$ cat src/rtl/cpu_param.sv
// cpu_param: multi-cycle accumulator CPU with 4-entry register file, Z/C flags and two-word ops.
module cpu_param #(
   parameter int DW = 8,
   parameter int AW = 8
) (
   input  logic            clk,
   input  logic            reset_n,
   output logic [AW-1:0]   mem_address,
   input  logic [DW-1:0]   mem_data_r,
   output logic [DW-1:0]   mem_data_w,
   output logic            mem_we,
   output logic [2:0]      dbg_state,
   output logic [AW-1:0]   dbg_pc,
   output logic [4*DW-1:0] dbg_regs,
   output logic            dbg_z,
   output logic            dbg_c,
   output logic            dbg_halted,
   output logic [15:0]     dbg_icount
);
   typedef enum logic [2:0] {
      FETCH  = 3'd0,
      DECODE = 3'd1,
      OPADDR = 3'd2,
      OPREAD = 3'd3,
      EXEC   = 3'd4,
      MEMRD  = 3'd5,
      HALT   = 3'd7
   } state_t;
   state_t             state;
   logic [AW-1:0]      pc;
   logic [3:0][DW-1:0] regs;
   logic [7:0]         ir;
   logic [DW-1:0]      operand;
   logic               z, c;
   logic [15:0]        icount;
   logic [3:0]         op, mop;
   logic [1:0]         rd, rs;
   logic [DW-1:0]      a, b;
   logic [DW:0]        res;
   assign op  = ir[7:4];
   assign rd  = ir[3:2];
   assign rs  = ir[1:0];
   assign mop = mem_data_r[7:4];
   // Bit DW of res is carry for add/inc, borrow for sub/dec, and 0 for logic ops.
   always_comb begin
      a = regs[rd];
      b = regs[rs];
      res = op == 4'h8 ? {1'b0, a} + {1'b0, b}
          : op == 4'h9 ? {1'b0, a} - {1'b0, b}
          : op == 4'hA ? {1'b0, a & b}
          : op == 4'hB ? {1'b0, a | b}
          : op == 4'hC ? {1'b0, a ^ b}
          : op == 4'hD ? {1'b0, a} + (DW+1)'(1)
          : {1'b0, a} - (DW+1)'(1);
   end
   always_ff @(posedge clk or negedge reset_n) begin
      if (!reset_n) begin
         state       <= FETCH;
         pc          <= '0;
         regs        <= '0;
         ir          <= '0;
         operand     <= '0;
         z           <= 1'b0;
         c           <= 1'b0;
         icount      <= '0;
         mem_address <= '0;
         mem_data_w  <= '0;
         mem_we      <= 1'b0;
      end else begin
         case (state)
            FETCH: begin
               mem_address <= pc;
               mem_we      <= 1'b0;
               state       <= DECODE;
            end
            DECODE: begin
               ir    <= mem_data_r[7:0];
               pc    <= pc + AW'(1);
               state <= mop == 4'hF ? HALT : (mop != 4'h0 && mop < 4'h7) ? OPADDR : EXEC;
               if (mop == 4'hF) icount <= icount + 16'd1;
            end
            OPADDR: begin
               mem_address <= pc;
               state       <= OPREAD;
            end
            OPREAD: begin
               operand <= mem_data_r;
               pc      <= pc + AW'(1);
               state   <= EXEC;
            end
            EXEC: begin
               case (op)
                  4'h1: pc <= operand[AW-1:0];
                  4'h2: if (z) pc <= operand[AW-1:0];
                  4'h3: if (!z) pc <= operand[AW-1:0];
                  4'h4: regs[rd] <= operand;
                  4'h5: mem_address <= operand[AW-1:0];
                  4'h6: begin
                     mem_address <= operand[AW-1:0];
                     mem_data_w  <= regs[rd];
                     mem_we      <= 1'b1;
                  end
                  4'h7: regs[rd] <= regs[rs];
                  default: if (op[3]) begin
                     regs[rd] <= res[DW-1:0];
                     z        <= res[DW-1:0] == '0;
                     c        <= res[DW];
                  end
               endcase
               state <= op == 4'h5 ? MEMRD : FETCH;
               if (op != 4'h5) icount <= icount + 16'd1;
            end
            MEMRD: begin
               regs[rd] <= mem_data_r;
               icount   <= icount + 16'd1;
               state    <= FETCH;
            end
            HALT: state <= HALT;
            default: state <= FETCH;
         endcase
      end
   end
   assign dbg_state  = state;
   assign dbg_pc     = pc;
   assign dbg_regs   = regs;
   assign dbg_z      = z;
   assign dbg_c      = c;
   assign dbg_halted = state == HALT;
   assign dbg_icount = icount;
endmodule

$ cat config.mk
export PLATFORM = sky130hd
export DESIGN_NAME = cpu_param
export DESIGN_NICKNAME = d
export VERILOG_FILES = /design/src/rtl/cpu_param.sv
export SDC_FILE = /design/constraint.sdc
export NUM_CORES = 1
export LEC_CHECK = 0
export ABC_AREA = 1
export BUFFER_PORTS_ARGS = -buffer_cell sky130_fd_sc_hd__clkbuf_2
export CELL_PAD_IN_SITES_DETAIL_PLACEMENT = 1
export CELL_PAD_IN_SITES_GLOBAL_PLACEMENT = 1
export CORE_ASPECT_RATIO = 1.1
export CORE_MARGIN = 3
export CORE_UTILIZATION = 47
export CTS_BUF_LIST = sky130_fd_sc_hd__clkbuf_2 sky130_fd_sc_hd__clkbuf_4 sky130_fd_sc_hd__clkbuf_8
export DETAILED_ROUTE_END_ITERATION = 7
export MAX_ROUTING_LAYER = met4
export PLACE_DENSITY_LB_ADDON = 0.05
export SYNTH_ARGS = -nofsm -noshare
export SYNTH_HDL_FRONTEND = slang
export SYNTH_SLANG_ARGS = --single-unit
$ cat constraint.sdc
create_clock -name clk -period 9.6 [get_ports clk]
set_clock_uncertainty 0.2 [all_clocks]
set_input_delay 0.96 -clock clk [delete_from_list [all_inputs] [get_ports clk]]
set_output_delay 0.96 -clock clk [all_outputs]
set_load 0.02 [all_outputs]
== Word-level counts from Yosys, hierarchy flattened ==
Index checks and enable logic that the tools add are counted.
Storage, ports and cells
  bits in registers: 94
  output and inout bits: 79
  logic and storage cells: 114
  bits of input ports: 10
Cells by class
  equality and inequality tests: 30
  bitwise gates (word level): 4
  multiplexer cells: 34
  reductions and logical operators: 22
  order comparisons: 4
  add/sub/neg operators: 6
Operators by type and width (number)
  $bwmux W32: 4
  $pmux W32 S3: 1
  $pmux W32 S2: 1
  $mux W9: 6
  $mux W8: 6
  $pmux W16 S3: 1
  $bmux W8 S2: 2
  $mux W16: 2
  $mux W32: 1
  $pmux W8 S2: 2
  $eq A4 B4 Y1 const B: 7
  $pmux W8 S3: 1
  $pmux W3 S6: 1
  $add A16 B1 Y16 const B: 1
  $demux W8 S2: 1
  $eq A4 B3 Y1 const B: 4
  $add A8 B1 Y9 const B: 1
  $add A8 B8 Y9: 1
  $eq A3 B3 Y1 const B: 3
  $mux W3: 3
  $reduce_and A3 Y1: 3
  $sub A8 B1 Y9 const B: 1
  $sub A8 B8 Y9: 1
  $add A8 B1 Y8 const B: 1
  other kinds (30): 45

== Depth between registers and ports, before layout ==
Gate-level depths: netlist (run 1).
  depth after elaboration: 13
  depth in mapped cells: 25
  depth with buffers taken out: 24

== Worst setup path after synthesis (run 1) ==
No wires, ideal clock.
  path type: reg-to-reg
  start point: register ir[2]
  end point: register regs, in the netlist dbg_regs[22]
  setup slack: 6.282 ns
  library setup time: 0.126 ns
  stages on the path, launching flop included: 20
  data arrival time: 2.992 ns
  data required time: 9.274 ns
  clock period less this slack: 3.318 ns
  buffers on the path: 1
  path through: dfrtp_1 inv_2 nor2_1 clkbuf_1 a22oi_1 and2_1 inv_1 fa_1 nand3_1 nand2_1 nand2_1 nand2_1 a21oi_1 or2_2 nand3_1 nand2_1 a21oi_1 nor2_1 o21ai_0 a21oi_1
Between the ends
  cells in the longest elaborated chain, start to end: 13
  elaborated cells between the ends (all ways): 27
  classes of those cells: add/sub: 4; order compare: 2; mux: 17; bitwise: 3; reduce/logical: 1
Ends and longest elaborated chain
  start, declared: RTL line 32  | logic [7:0] ir;
  start signal, assigned: RTL line 77  | ir <= mem_data_r[7:0];
  $bmux W8 S2 (*): RTL line 46  | a = regs[rd];
  $mux W8 (implied by the code) (*): RTL line 46
  via a[1]: RTL line 38  | logic [DW-1:0] a, b;
  $sub A8 B1 Y9 / $add A8 B1 Y9 (equally long branches): RTL line 54, 53
  $mux W9: RTL line 53  | : op == 4'hD ? {1'b0, a} + (DW+1)'(1)
  $mux W9: RTL line 52  | : op == 4'hC ? {1'b0, a ^ b}
  $mux W9: RTL line 51  | : op == 4'hB ? {1'b0, a | b}
  $mux W9: RTL line 50  | : op == 4'hA ? {1'b0, a & b}
  $mux W9: RTL line 49  | : op == 4'h9 ? {1'b0, a} - {1'b0, b}
  $mux W9 (*): RTL line 48  | res = op == 4'h8 ? {1'b0, a} + {1'b0, b}
  $bwmux W32 (*): RTL line 105  | regs[rd] <= res[DW-1:0];
  $mux W32 (*): RTL line 104  | default: if (op[3]) begin
  $pmux W32 S3 (*): RTL line 92  | case (op)
  $pmux W32 S2 (*): RTL line 70  | case (state)
  end signal, assigned by index: RTL line 96  | 4'h4: regs[rd] <= operand;
  end signal, assigned by index: RTL line 103  | 4'h7: regs[rd] <= regs[rs];
  end signal, assigned by index: RTL line 105
  end, declared: RTL line 31  | logic [3:0][DW-1:0] regs;
The timed path passes the listed nets; every way through them passes the cells marked *. The select of a mux whose other input is x is not followed.
A chain may end at the register's enable or synchronous reset.

== Worst setup path in the final report (run 1) ==
  start point: register ir[3]
  end point: register regs, in the netlist dbg_regs[22]
Between the ends
  cells in the longest elaborated chain, start to end: 13
  elaborated cells between the ends (all ways): 27
  classes of those cells: add/sub: 4; order compare: 2; mux: 17; bitwise: 3; reduce/logical: 1
Ends and longest elaborated chain (RTL line)
  $bmux W8 S2: 46
  $mux W8 (implied by the code): 46
  $sub A8 B1 Y9 / $add A8 B1 Y9 (equally long branches): 54, 53
  $mux W9: 53
  $mux W9: 52
  $mux W9: 51
  $mux W9: 50
  $mux W9: 49
  $mux W9: 48
  $bwmux W32: 105
  $mux W32: 104
  $pmux W32 S3: 92
  $pmux W32 S2 (*): 70
Mark *: on every way between the ends. The rest lies on a longest branch, timed or not. The select of a mux whose other input is x is not followed.

==> metrics.md, run 1 <==
| Metric | Value |
|---|---|
| Residual DRC count | `0` |
| CTS Hold Bufs | `0` |
| Final Critical Period | `4.87 ns` |
| End of the worst hold path | `dbg_icount[15]` |
| Clk root buf | `clkbuf_8` |
| Die area | `17300 um^2` |
| WP data arrival | `4.95 ns` |
| Most common cell after layout, fill and taps aside | `nand2_1` |
| Clock Latency Late Sink | `0.40 ns` |
| Area post-placement | `7960 um^2` |
| DR vias | `8094` |
| Core Footprint | `15200 um^2` |
| Total detailed-routing wirelength | `28.5 mm` |
| Routability cong. | `0.947` |
| Hold crit path type | `flop to flop` |
| Global-route wire length before repair | `44.8 mm` |
| FF+latch count, synth | `94` |
| Status | `completed` |
| Syn Nets | `1139` |
| Vias/cell | `5.94` |
| Min Hold Slack | `0.280 ns` |
| I/O pins | `89` |
| TritonCTS Buffers | `9` |
| Pwr/cell area | `85.9 nW/um^2` |
| Grt total ovfl | `0` |
| HPWL Detailed | `21.9 mm` |
| Cells on Worst Hold Path | `1` |
| Reg2Reg Setup Slack | `4.73 ns` |
| Die width | `126 um` |
| Worst Setup SP | `ir[3]` |
| Power Total | `0.701 mW` |
| Port Buffer Count | `88` |
| Top post-synthesis cells by area | `dfrtp_1 (32%), nand2_1 (14%), a21oi_1 (8.1%), o21ai_0 (7.5%), ha_1 (5.6%)` |
| Worst path cell trace | `inv_1 > nor2_1 > inv_1 > o21ai_0 > a21oi_1 > ha_1 > inv_1 > nand3_1 > nand2_1 > nand2_1 > nand2_1 > a21oi_1 > or2_2 > nand3_1 > nand2_1 > a21oi_1 > nor2_1 > o21ai_0 > a21oi_1` |
| Post-route clock period utilization | `0.508` |
| Critical path's slowest cell | `nor2_1` |
| Vias in the first global route | `8305` |
| Dpl cells | `1346` |
| Tightest Pin Transition | `1.02 ns` |
| Layout cells sized above 1 | `0.144` |
| RR Startpoint | `ir[3]` |
| Critical path class | `flop to flop` |
| Final slew viol count | `0` |
| Clock Sinks | `94` |
| Max_cap viols | `0` |
| Htree depth | `3` |
| Area Overhead vs Synth | `10.5%` |
| Post-CTS Setup Bufs | `0` |
| CP Launch Type | `flop` |
| # diodes | `0` |
| Final Hold Fails | `0` |
| Post-synthesis sequential area ratio | `0.319` |
| Leak | `4.05 nW` |
| R2r endpoint | `dbg_regs[22]` |
| Antenna violations before repair | `0` |
| Router iterations before antenna repair | `6` |
| Clock buffer depth | `2` |
| Resized cells post-CTS | `0` |
| Largest area contributor in the synthesized netlist | `dfrtp_1` |
| # rows | `47` |
| Post-route cell area | `8160 um^2` |
| Peak Freq | `205 MHz` |
| Max FO, Critical Path | `21` |
| Netlist Area Pre-Place | `7380 um^2` |
| Antenna Nets Post-Route | `0` |
| Min-delay src | `dbg_icount[15]` |
| Crit-path max cell delay | `0.74 ns` |
| Clock transition at path regs | `0.11 ns` |
| CTS tree | `yes` |
| Peak VDD IR | `0.0738 mV` |
| Die Span Y | `137 um` |
| Initial detailed-routing violation count | `587` |
| CP required | `9.68 ns` |
| Setup TNS | `0 ns` |
| Yosys warns | `0` |
| Final setup fails | `0` |
| RSZ-0062 raised after global routing | `no` |
| Cells after synthesis | `1093` |
| Final non-filler cell total | `1362` |
| Distinct cells, synth | `43` |
| CP Capture Type | `flop` |
| Syn_area_per_cell | `6.76 um^2` |
| All-Layer GR Usage | `0.339` |
| Synth top area share | `0.319` |
| Wire length per cell | `20.9 um` |
| Final Net Count | `1207` |
| R2R cell count | `19` |
| Normalized max-slew margin | `0.321` |
| Commonest cells after routing, fill and taps aside | `nand2_1 (283), a21oi_1 (120), o21ai_0 (110)` |
| Starting density of the core | `0.485` |
| Largest net degree at the start of global routing | `65` |
synth_stat cells, drive strengths merged:
| library cell | number |
|---|---|
| o221ai | 1 |
| a22oi | 21 |
| and2 | 1 |
| nor3 | 7 |
| a21oi | 124 |
| o31ai | 3 |
| inv | 115 |
| o211ai | 5 |
| dfrtp | 94 |
| or2 | 3 |
| nand4 | 8 |
| xnor2 | 10 |
| clkbuf | 28 |
| mux2 | 2 |
| o21ai | 121 |
| o2111ai | 1 |
| a31oi | 13 |
| o21a | 1 |
| a221oi | 6 |
| ha | 33 |
| nand3 | 54 |
| xor2 | 14 |
| o21bai | 1 |
| buf | 8 |
| nor2 | 119 |
| o22ai | 5 |
| clkinv | 3 |
| o311ai | 1 |
| fa | 3 |
| nand2 | 288 |
worst max-delay path, delay by kind of cell (launching register included):
| family | cells | cell delay, ns |
|---|---|---|
| AND/OR/NAND/NOR | 9 | 1.60 |
| AO/OA/AOI/OAI | 6 | 1.30 |
| buffers and inverters | 3 | 0.81 |
| flip-flops | 1 | 0.43 |
| adder cells (fa/ha/maj) | 1 | 0.40 |
cells by family (layout without fill, tap and decap cells):
family,after synthesis,count (layout),share of synthesized area
fa+ha+maj,36,36,0.0640
xor+xnor,24,24,0.0285
buf+inv,154,227,0.0805
flops,94,94,0.319
compound gates,303,303,0.227
mux,2,2,0.00305
simple gates,480,480,0.279
sequential cells by signal, summed over array words and instances (netlist names):
register     cells
dbg_c            1
dbg_icount      16
dbg_pc           8
dbg_regs        32
dbg_state        3
dbg_z            1
ir               8
mem_address      8
mem_data_w       8
mem_we           1
operand          8
how the worst max path moves through the flow:
stage,end,slack (ns),depth (start not counted)
after floorplan,dbg_regs[22],6.28,19
after global placement,dbg_regs[6],5.12,19
after detailed placement,dbg_regs[31],4.91,22
after CTS,dbg_regs[23],4.90,22
after global routing,dbg_regs[14],4.35,19
final,dbg_regs[22],4.73,19
final cells by class:
class	instances	area, um^2
clock buffer	9	124
clock inverter	7	75.1
fill	2117	7070
inverter	118	443
multi-input combinational	845	4440
sequential	94	2350
tap	196	245
timing repair buffer	93	480
through the flow:
stage / utilization / setup WS, ns
floorplan: - / 6.28
global placement: 0.523 / 5.12
detailed placement: 0.523 / 4.91
CTS: 0.536 / 4.90
global route: 0.536 / 4.35
finish: 0.536 / 4.73
per-layer routing:
metal / up-vias / part of all wire / global-route usage / wire, um
met3: 84 / 0.055 / 0.0523 / 1550
met1: 3965 / 0.41 / 0.404 / 11800
met4: 0 / 0.041 / 0.144 / 1160
li1: 3764 / - / - / -
met2: 281 / 0.49 / 0.576 / 14000
met5: - / 0 / - / 0
power by group:
part           internal, mW  switching [mW]
combinational       0.00298          0.0173
sequential            0.397         0.00241
clock                 0.103           0.178
(Power assumes the default switching activity.)
==> inputs of run 2 (changes only) <==
Settings changed: CORE_UTILIZATION 47 to 39.
Clock period 9.6 ns to 3.9 ns, I/O delays scaled along.
==> run 2 against run 1 <==
Compared with the run above:
- first-iteration DRC count fell by 3.7%
- flip-flop and latch count is the same
- cell area is 5.2% higher
- combinational power grew to 2.7 times the previous value
- sequential share of layout area fell by 1.4 points
- worst hold slack lost 0.11 ns
- clock-buffer cell count rose by 1
- register-to-register slack worse by 4.5 ns
- largest power group unchanged
==> metrics.md, run 2 (synthesized netlist as in run 1, its figures left out) <==
| Metric | Value |
|---|---|
| Final non-filler cell total | `1452 (+6.6%)` |
| Layout cells sized above 1 | `0.183 (+0.0387)` |
| Hold crit path type | `primary input to flop` |
| # diodes | `0 (unchanged)` |
| Max_cap viols | `0 (unchanged)` |
| Die area | `20600 um^2 (+20%)` |
| Clock Latency Late Sink | `0.41 ns (about the same)` |
| Cells on Worst Hold Path | `3 (+2)` |
| DR vias | `8064 (-0.37%)` |
| Largest net degree at the start of global routing | `58 (-11%)` |
| Peak Freq | `275 MHz (+34%)` |
| Crit-path max cell delay | `0.47 ns (-0.27 ns)` |
| HPWL Detailed | `22.8 mm (+4.0%)` |
| Sequential fraction of design power | `0.569 (about the same)` |
| Most common cell after layout, fill and taps aside | `nand2_1` |
| Wire length per cell | `20.5 um (-2.0%)` |
| Tightest Pin Transition | `0.809 ns (-0.210 ns)` |
| Port Buffer Count | `88 (unchanged)` |
| Clock transition at path regs | `0.11 ns (about the same)` |
| Sw frac | `0.283 (+0.00112)` |
| P_sw | `0.489 mW (+150%)` |
| R2r endpoint | `dbg_regs[30]` |
| Most used cell, CP | `nand2_1` |
| Normalized max-slew margin | `0.459 (+0.138)` |
| End of the worst hold path | `operand[0]` |
| RR Startpoint | `ir[2]` |
| CP Launch Type | `flop` |
| CTS tree | `yes` |
| Clock Power Share | `0.399 (-0.002)` |
| Die Span Y | `150 um (+9.4%)` |
| Leak | `4.26 nW (+5.3%)` |
| Final slew viol count | `0 (unchanged)` |
| Residual DRC count | `0 (unchanged)` |
| Initial detailed-routing violation count | `565 (-3.7%)` |
| Global-route wire length before repair | `46.6 mm (+3.9%)` |
| Setup TNS | `0 ns (unchanged)` |
| Min-delay src | `mem_data_r[0]` |
| Htree depth | `3 (unchanged)` |
| Clock buffer depth | `2 (unchanged)` |
| CP Capture Type | `flop` |
| R2R cell count | `21 (+2)` |
| Grt total ovfl | `0 (unchanged)` |
| Antenna Nets Post-Route | `0 (unchanged)` |
| Critical path class | `flop to flop` |
| Core Footprint | `18500 um^2 (+21%)` |
| TritonCTS Buffers | `9 (unchanged)` |
| Vias in the first global route | `7980 (-3.9%)` |
| Status | `completed` |
| Worst Setup SP | `ir[2]` |
| Critical path's slowest cell | `dfrtp_2` |
| Commonest cells after routing, fill and taps aside | `nand2_1 (281), a21oi_1 (119), o21ai_0 (109)` |
| Pwr/cell area | `201 nW/um^2 (+130%)` |
| Area Overhead vs Synth | `16.2%` |
| Post-route clock period utilization | `0.932 (+0.424)` |
| Antenna violations before repair | `0 (unchanged)` |
| Peak VDD IR | `0.155 mV (+110%)` |
| WP data arrival | `3.76 ns (-1.19 ns)` |
| CP required | `4.03 ns (-5.65 ns)` |
| Final Critical Period | `3.63 ns (-1.24 ns)` |
| All-Layer GR Usage | `0.304 (-0.0354)` |
| Pint | `1.24 mW (+150%)` |
| Post-layout util | `0.465 (-0.0711)` |
| Clk root buf | `clkbuf_8` |
| Max FFs per register | `32 (unchanged)` |
| Routability cong. | `0.994 (+5.0%)` |
| Clock Sinks | `94 (unchanged)` |
| Router iterations before antenna repair | `5 (-1)` |
| Total detailed-routing wirelength | `29.7 mm (+4.4%)` |
| Max FO, Critical Path | `7 (-67%)` |
| Final Net Count | `1250 (+3.6%)` |
| Worst path cell trace | `inv_2 > nor2_1 > buf_4 > a22oi_1 > and2_1 > inv_2 > fa_1 > a21oi_1 > o21ai_0 > nand2_1 > nand2_1 > nand2_1 > nand2_1 > nand2_1 > nand2_1 > a31oi_1 > a21oi_1 > buf_4 > o21ai_0 > nand2_1 > a21oi_1` |
| Final Hold Fails | `0 (unchanged)` |
| # rows | `52 (+11%)` |
| Vias/cell | `5.55 (-6.5%)` |
| Dpl cells | `1434 (+6.5%)` |
| Reg2Reg Setup Slack | `0.27 ns (-4.46 ns)` |
| Starting density of the core | `0.400 (-0.0852)` |
| Final setup fails | `0 (unchanged)` |
| Gate power share | `0.032 (+0.003)` |
| Die width | `137 um (+9.3%)` |
| I/O pins | `89 (unchanged)` |
-- run 2: cell types whose count changed in the layout (fill, tap and decap cells not counted), moves of 2 or more --
cell	before	now
inv_6	1	3
inv_1	93	91
nand2_2	5	7
a221oi_1	6	4
inv_2	22	24
a221oi_2	0	2
nand2_1	283	281
inv_8	3	1
buf_4	6	47
-- run 2: per-layer routing --
layer | share of wire | vias up | global-route usage
li1 | - | 3850 | -
met1 | 0.45 | 3916 | 0.408
met2 | 0.47 | 256 | 0.480
met3 | 0.051 | 42 | 0.0311
met4 | 0.028 | 0 | 0.102
met5 | 0 | - | -
-- run 2: cell type report --
class	instances	area [um^2]
Sequential cell	94	2350
Fill cell	2458	9890
Tap cell	243	304
Multi-Input combinational cell	845	4480
Inverter	118	447
Timing Repair Buffer	136	818
Clock inverter	6	53.8
Clock buffer	10	131
-- run 2: through the flow --
| step | total power [mW] | worst slack (ns) | hold WS (ns) | cell area [um^2] |
|---|---|---|---|---|
| 2_1_floorplan | 1.01 | 0.582 | -0.106 | 7380 |
| 3_3_place_gp | 1.06 | 0.199 | 0.224 | 8340 |
| 3_5_place_dp | 1.06 | 0.122 | 0.227 | 8340 |
| 4_1_cts | 1.75 | 0.0874 | 0.134 | 8530 |
| 5_1_grt | 1.80 | -0.00256 | 0.160 | 8580 |
| 6_report | 1.73 | 0.267 | 0.169 | 8580 |
-- run 2: critical path: cells and delay by family, from the launching register on --
kind	cells	cell delay (ns)
compound gates	7	1.01
simple gates	9	0.83
flops	1	0.47
fa+ha+maj	1	0.47
buf+inv	4	0.58
-- run 2: power by group through the flow --
stage / Clock (mW) / Combinational (mW) / Sequential (mW)
3_5_place_dp: 0 / 0.0556 / 1.00
5_1_grt: 0.752 / 0.0610 / 0.983
4_1_cts: 0.707 / 0.0565 / 0.982
3_3_place_gp: 0 / 0.0552 / 1.00
6_report: 0.690 / 0.0552 / 0.982
2_1_floorplan: 0 / 0.0108 / 0.999
-- run 2: what timing repair did --
| item | CTS | global route |
|---|---|---|
| endpoints found under the setup margin | 0 | 25 |
| buffers inserted | 0 | 1 |
| hold buffers | 1 | 0 |
| resized for setup | 0 | 12 |
| endpoints found under the hold margin | 37 | 0 |
-- run 2: worst max path at each step --
| stage | depth (start not counted) | endpoint | slack, ns |
|---|---|---|---|
| 4_1_cts | 21 | dbg_regs[6] | 0.09 |
| 3_3_place_gp | 24 | dbg_regs[7] | 0.20 |
| 3_5_place_dp | 21 | dbg_regs[6] | 0.12 |
| 6_report | 21 | dbg_regs[30] | 0.27 |
| 5_1_grt | 24 | dbg_regs[5] | -0.003 |
| 2_1_floorplan | 19 | dbg_regs[22] | 0.58 |
==> inputs of run 3 (changes only) <==
--- a/config.mk
+++ b/config.mk
@@ -18,2 +18,3 @@
 export PLACE_DENSITY_LB_ADDON = 0.05
+export REMOVE_ABC_BUFFERS = 1
 export SYNTH_ARGS = -nofsm -noshare
==> constraint.sdc (replaced) <==
create_clock -name clk -period 3.9 [get_ports clk]
set_clock_uncertainty 0.2 [all_clocks]
set_input_delay 0.585 -clock clk [delete_from_list [all_inputs] [get_ports clk]]
set_output_delay 0.585 -clock clk [all_outputs]
set_load 0.02 [all_outputs]
==> run 3 against run 2 <==
Compared with the run above:
- via count is 1.3% higher
- register-to-register slack got worse by 0.03 ns
- non-clock buffer count increased by 2
- worst hold slack improved by 0.10 ns
- critical path depth unchanged
- setup slack lost 0.031 ns
- critical endpoint is now dbg_regs[6]
- highest routed layer unchanged
==> metrics.md, run 3 (synthesized netlist as in run 1, its figures left out) <==
| Metric | Value |
|---|---|
| Core Footprint | `18500 um^2 (unchanged)` |
| Family with the most delay on the worst path | `compound AO/OA/AOI/OAI gates` |
| Commonest cells after routing, fill and taps aside | `nand2_1 (277), a21oi_1 (117), o21ai_0 (109)` |
| Critical path's slowest cell | `dfrtp_2` |
| Port Buffer Count | `88 (unchanged)` |
| Pwr/cell area | `203 nW/um^2 (+0.75%)` |
| Clock buffer depth | `2 (unchanged)` |
| Final Critical Period | `3.66 ns (+0.0310 ns)` |
| Peak Freq | `273 MHz (-0.85%)` |
| Vias in the first global route | `8220 (+3.0%)` |
| Crit-path max cell delay | `0.48 ns (about the same)` |
| Filler cell count | `2492 (+1.4%)` |
| TritonCTS Buffers | `9 (unchanged)` |
| Global Route met2 Usage | `0.484 (+0.00368)` |
| Final Hold Fails | `0 (unchanged)` |
| Total detailed-routing wirelength | `29.9 mm (+0.55%)` |
| Dpl cells | `1434 (unchanged)` |
| DR vias | `8166 (+1.3%)` |
| CP Launch Type | `flop` |
| Area of the multi-input gates | `4500 um^2 (+0.45%)` |
| Critical path class | `flop to flop` |
| Max FO, Critical Path | `7 (unchanged)` |
| Starting density of the core | `0.400 (unchanged)` |
| Reg2Reg Setup Slack | `0.24 ns (-0.03 ns)` |
| Die width | `137 um (unchanged)` |
| Vias/cell | `5.62 (+1.1%)` |
| Antenna Nets Post-Route | `0 (unchanged)` |
| GRT met1 Usage | `0.381 (-0.0276)` |
| Peak VDD IR | `0.146 mV (-5.8%)` |
| Initial detailed-routing violation count | `371 (-34%)` |
| Grt peak-use layer | `met2` |
| Area post-placement | `8340 um^2 (unchanged)` |
| Die Span Y | `150 um (unchanged)` |
| End of the worst hold path | `dbg_icount[15]` |
| Grt total ovfl | `0 (unchanged)` |
| Clock transition at path regs | `0.13 ns (+0.02 ns)` |
| CP required | `4.01 ns (-0.02 ns)` |
| RR Startpoint | `ir[2]` |
| Final non-filler cell total | `1454 (+0.14%)` |
| Met3 Track Usage GR | `0.0408 (+0.00969)` |
| R2R cell count | `21 (unchanged)` |
| Status | `completed` |
| Stages on worst setup path | `21 (unchanged)` |
| Clock Sinks | `94 (unchanged)` |
| Post-route clock period utilization | `0.939 (+0.00795)` |
| WP buf/inv | `4 (unchanged)` |
| Layout cells sized above 1 | `0.194 (+0.0113)` |
| # diodes | `0 (unchanged)` |
| Max_cap viols | `0 (unchanged)` |
| Min-delay src | `dbg_icount[15]` |
| CP Capture Type | `flop` |
| Final setup fails | `0 (unchanged)` |
| Most used cell, CP | `nand2_1` |
| Pre-CTS WS | `0.129 ns (+0.00689 ns)` |
| Final Net Count | `1252 (+0.16%)` |
| Wire length per cell | `20.6 um (+0.41%)` |
| Worst path cell trace | `inv_2 > nor2_1 > buf_4 > a22oi_1 > o21ai_0 > a21oi_2 > ha_2 > inv_2 > nand3_1 > nand2_1 > nand2_1 > nand2_1 > a21oi_1 > or2_2 > nand3_1 > nand2_1 > a21oi_2 > buf_4 > nor2_1 > o21ai_0 > a21oi_1` |
| Largest net degree at the start of global routing | `60 (+3.4%)` |
| Cells on Worst Hold Path | `1 (-2)` |
| Hold crit path type | `flop to flop` |
| Setup ws final | `0.236 ns (-0.0310 ns)` |
| Leak | `4.26 nW (-0.14%)` |
| WP data arrival | `3.77 ns (about the same)` |
| FF+latch area | `2350 um^2 (unchanged)` |
| # rows | `52 (unchanged)` |
| R2r endpoint | `dbg_regs[6]` |
| Router iterations before antenna repair | `5 (unchanged)` |
| Residual DRC count | `0 (unchanged)` |
| All-Layer GR Usage | `0.301 (-0.00260)` |
| Htree depth | `3 (unchanged)` |
| Tightest Pin Transition | `0.820 ns (+0.0108 ns)` |
| Antenna violations before repair | `0 (unchanged)` |
| CTS tree | `yes` |
| Routability cong. | `0.954 (-4.0%)` |
| Max FFs per register | `32 (unchanged)` |
| HPWL Detailed | `23.0 mm (+0.62%)` |
| Area Overhead vs Synth | `17.0%` |
| I/O pins | `89 (unchanged)` |
| Normalized max-slew margin | `0.453 (-0.00522)` |
| Clock Latency Late Sink | `0.41 ns (about the same)` |
| Min Hold Slack | `0.273 ns (+0.104 ns)` |
| Global-route wire length before repair | `46.5 mm (-0.15%)` |
| Final slew viol count | `0 (unchanged)` |
| Die area | `20600 um^2 (unchanged)` |
| Most common cell after layout, fill and taps aside | `nand2_1` |
| Post-route cell area | `8640 um^2 (+0.63%)` |
| Clk root buf | `clkbuf_8` |
[run 3: cell types whose count changed in the layout (fill, tap and decap cells not counted), moves of 2 or more]
cell,delta
inv_1,-2
a21oi_2,+2
nand2_1,-4
ha_2,+2
clkinvlp_4,+2
clkinv_8,+2
a21oi_1,-2
nand2_2,+4
buf_4,+2
[run 3: how the worst max path moves through the flow]
stage	from	end
after CTS	ir[1]	dbg_regs[30]
after global routing	ir[3]	dbg_regs[30]
after detailed placement	ir[2]	dbg_regs[6]
final	ir[2]	dbg_regs[6]
after floorplan	ir[2]	dbg_regs[22]
after global placement	ir[2]	dbg_regs[6]
[run 3: repair_timing]
action                                  CTS  global route
gates resized for setup                   0            24
endpoints found under the setup margin    0            21
hold endpoints to repair                 35             0
setup buffers                             0             3
hold buffers                              1             0
[run 3: power by group]
part,internal (mW),leakage [nW],total [mW],switching [mW]
clock network,0.252,0.0939,0.717,0.465
logic,0.00941,3.11,0.0516,0.0422
registers,0.977,1.06,0.983,0.00587
[run 3: final cells by class]
type,instances,area share
Inverter,118,0.0522
Tap cell,243,0.0352
Clock buffer,9,0.0143
Clock inverter,7,0.00884
Multi-Input combinational cell,845,0.520
Sequential cell,94,0.272
Timing Repair Buffer,138,0.0965
[run 3: metal layers]
layer,share of wire,wire length (um)
met5,0,0
met4,0.040,1190
met3,0.045,1330
met2,0.47,14200
met1,0.44,13200
[run 3: worst register-to-register path: stages, from the launching register on]
cell and delay [ns]:
dfrtp_2 0.48, inv_2 0.10, nor2_1 0.07, buf_4 0.18
a22oi_1 0.15, o21ai_0 0.14, a21oi_2 0.24, ha_2 0.37
inv_2 0.11, nand3_1 0.10, nand2_1 0.09, nand2_1 0.06
nand2_1 0.08, a21oi_1 0.07, or2_2 0.29, nand3_1 0.08
nand2_1 0.07, a21oi_2 0.19, buf_4 0.18, nor2_1 0.04
o21ai_0 0.18, a21oi_1 0.09
[run 3: metrics by stage]
stage	TNS (ns)	power [mW]	utilization
floorplan	0	1.01	-
global placement	0	1.05	0.451
detailed placement	0	1.05	0.451
CTS	0	1.76	0.463
global route	-0.0315	1.81	0.467
finish	0	1.75	0.467
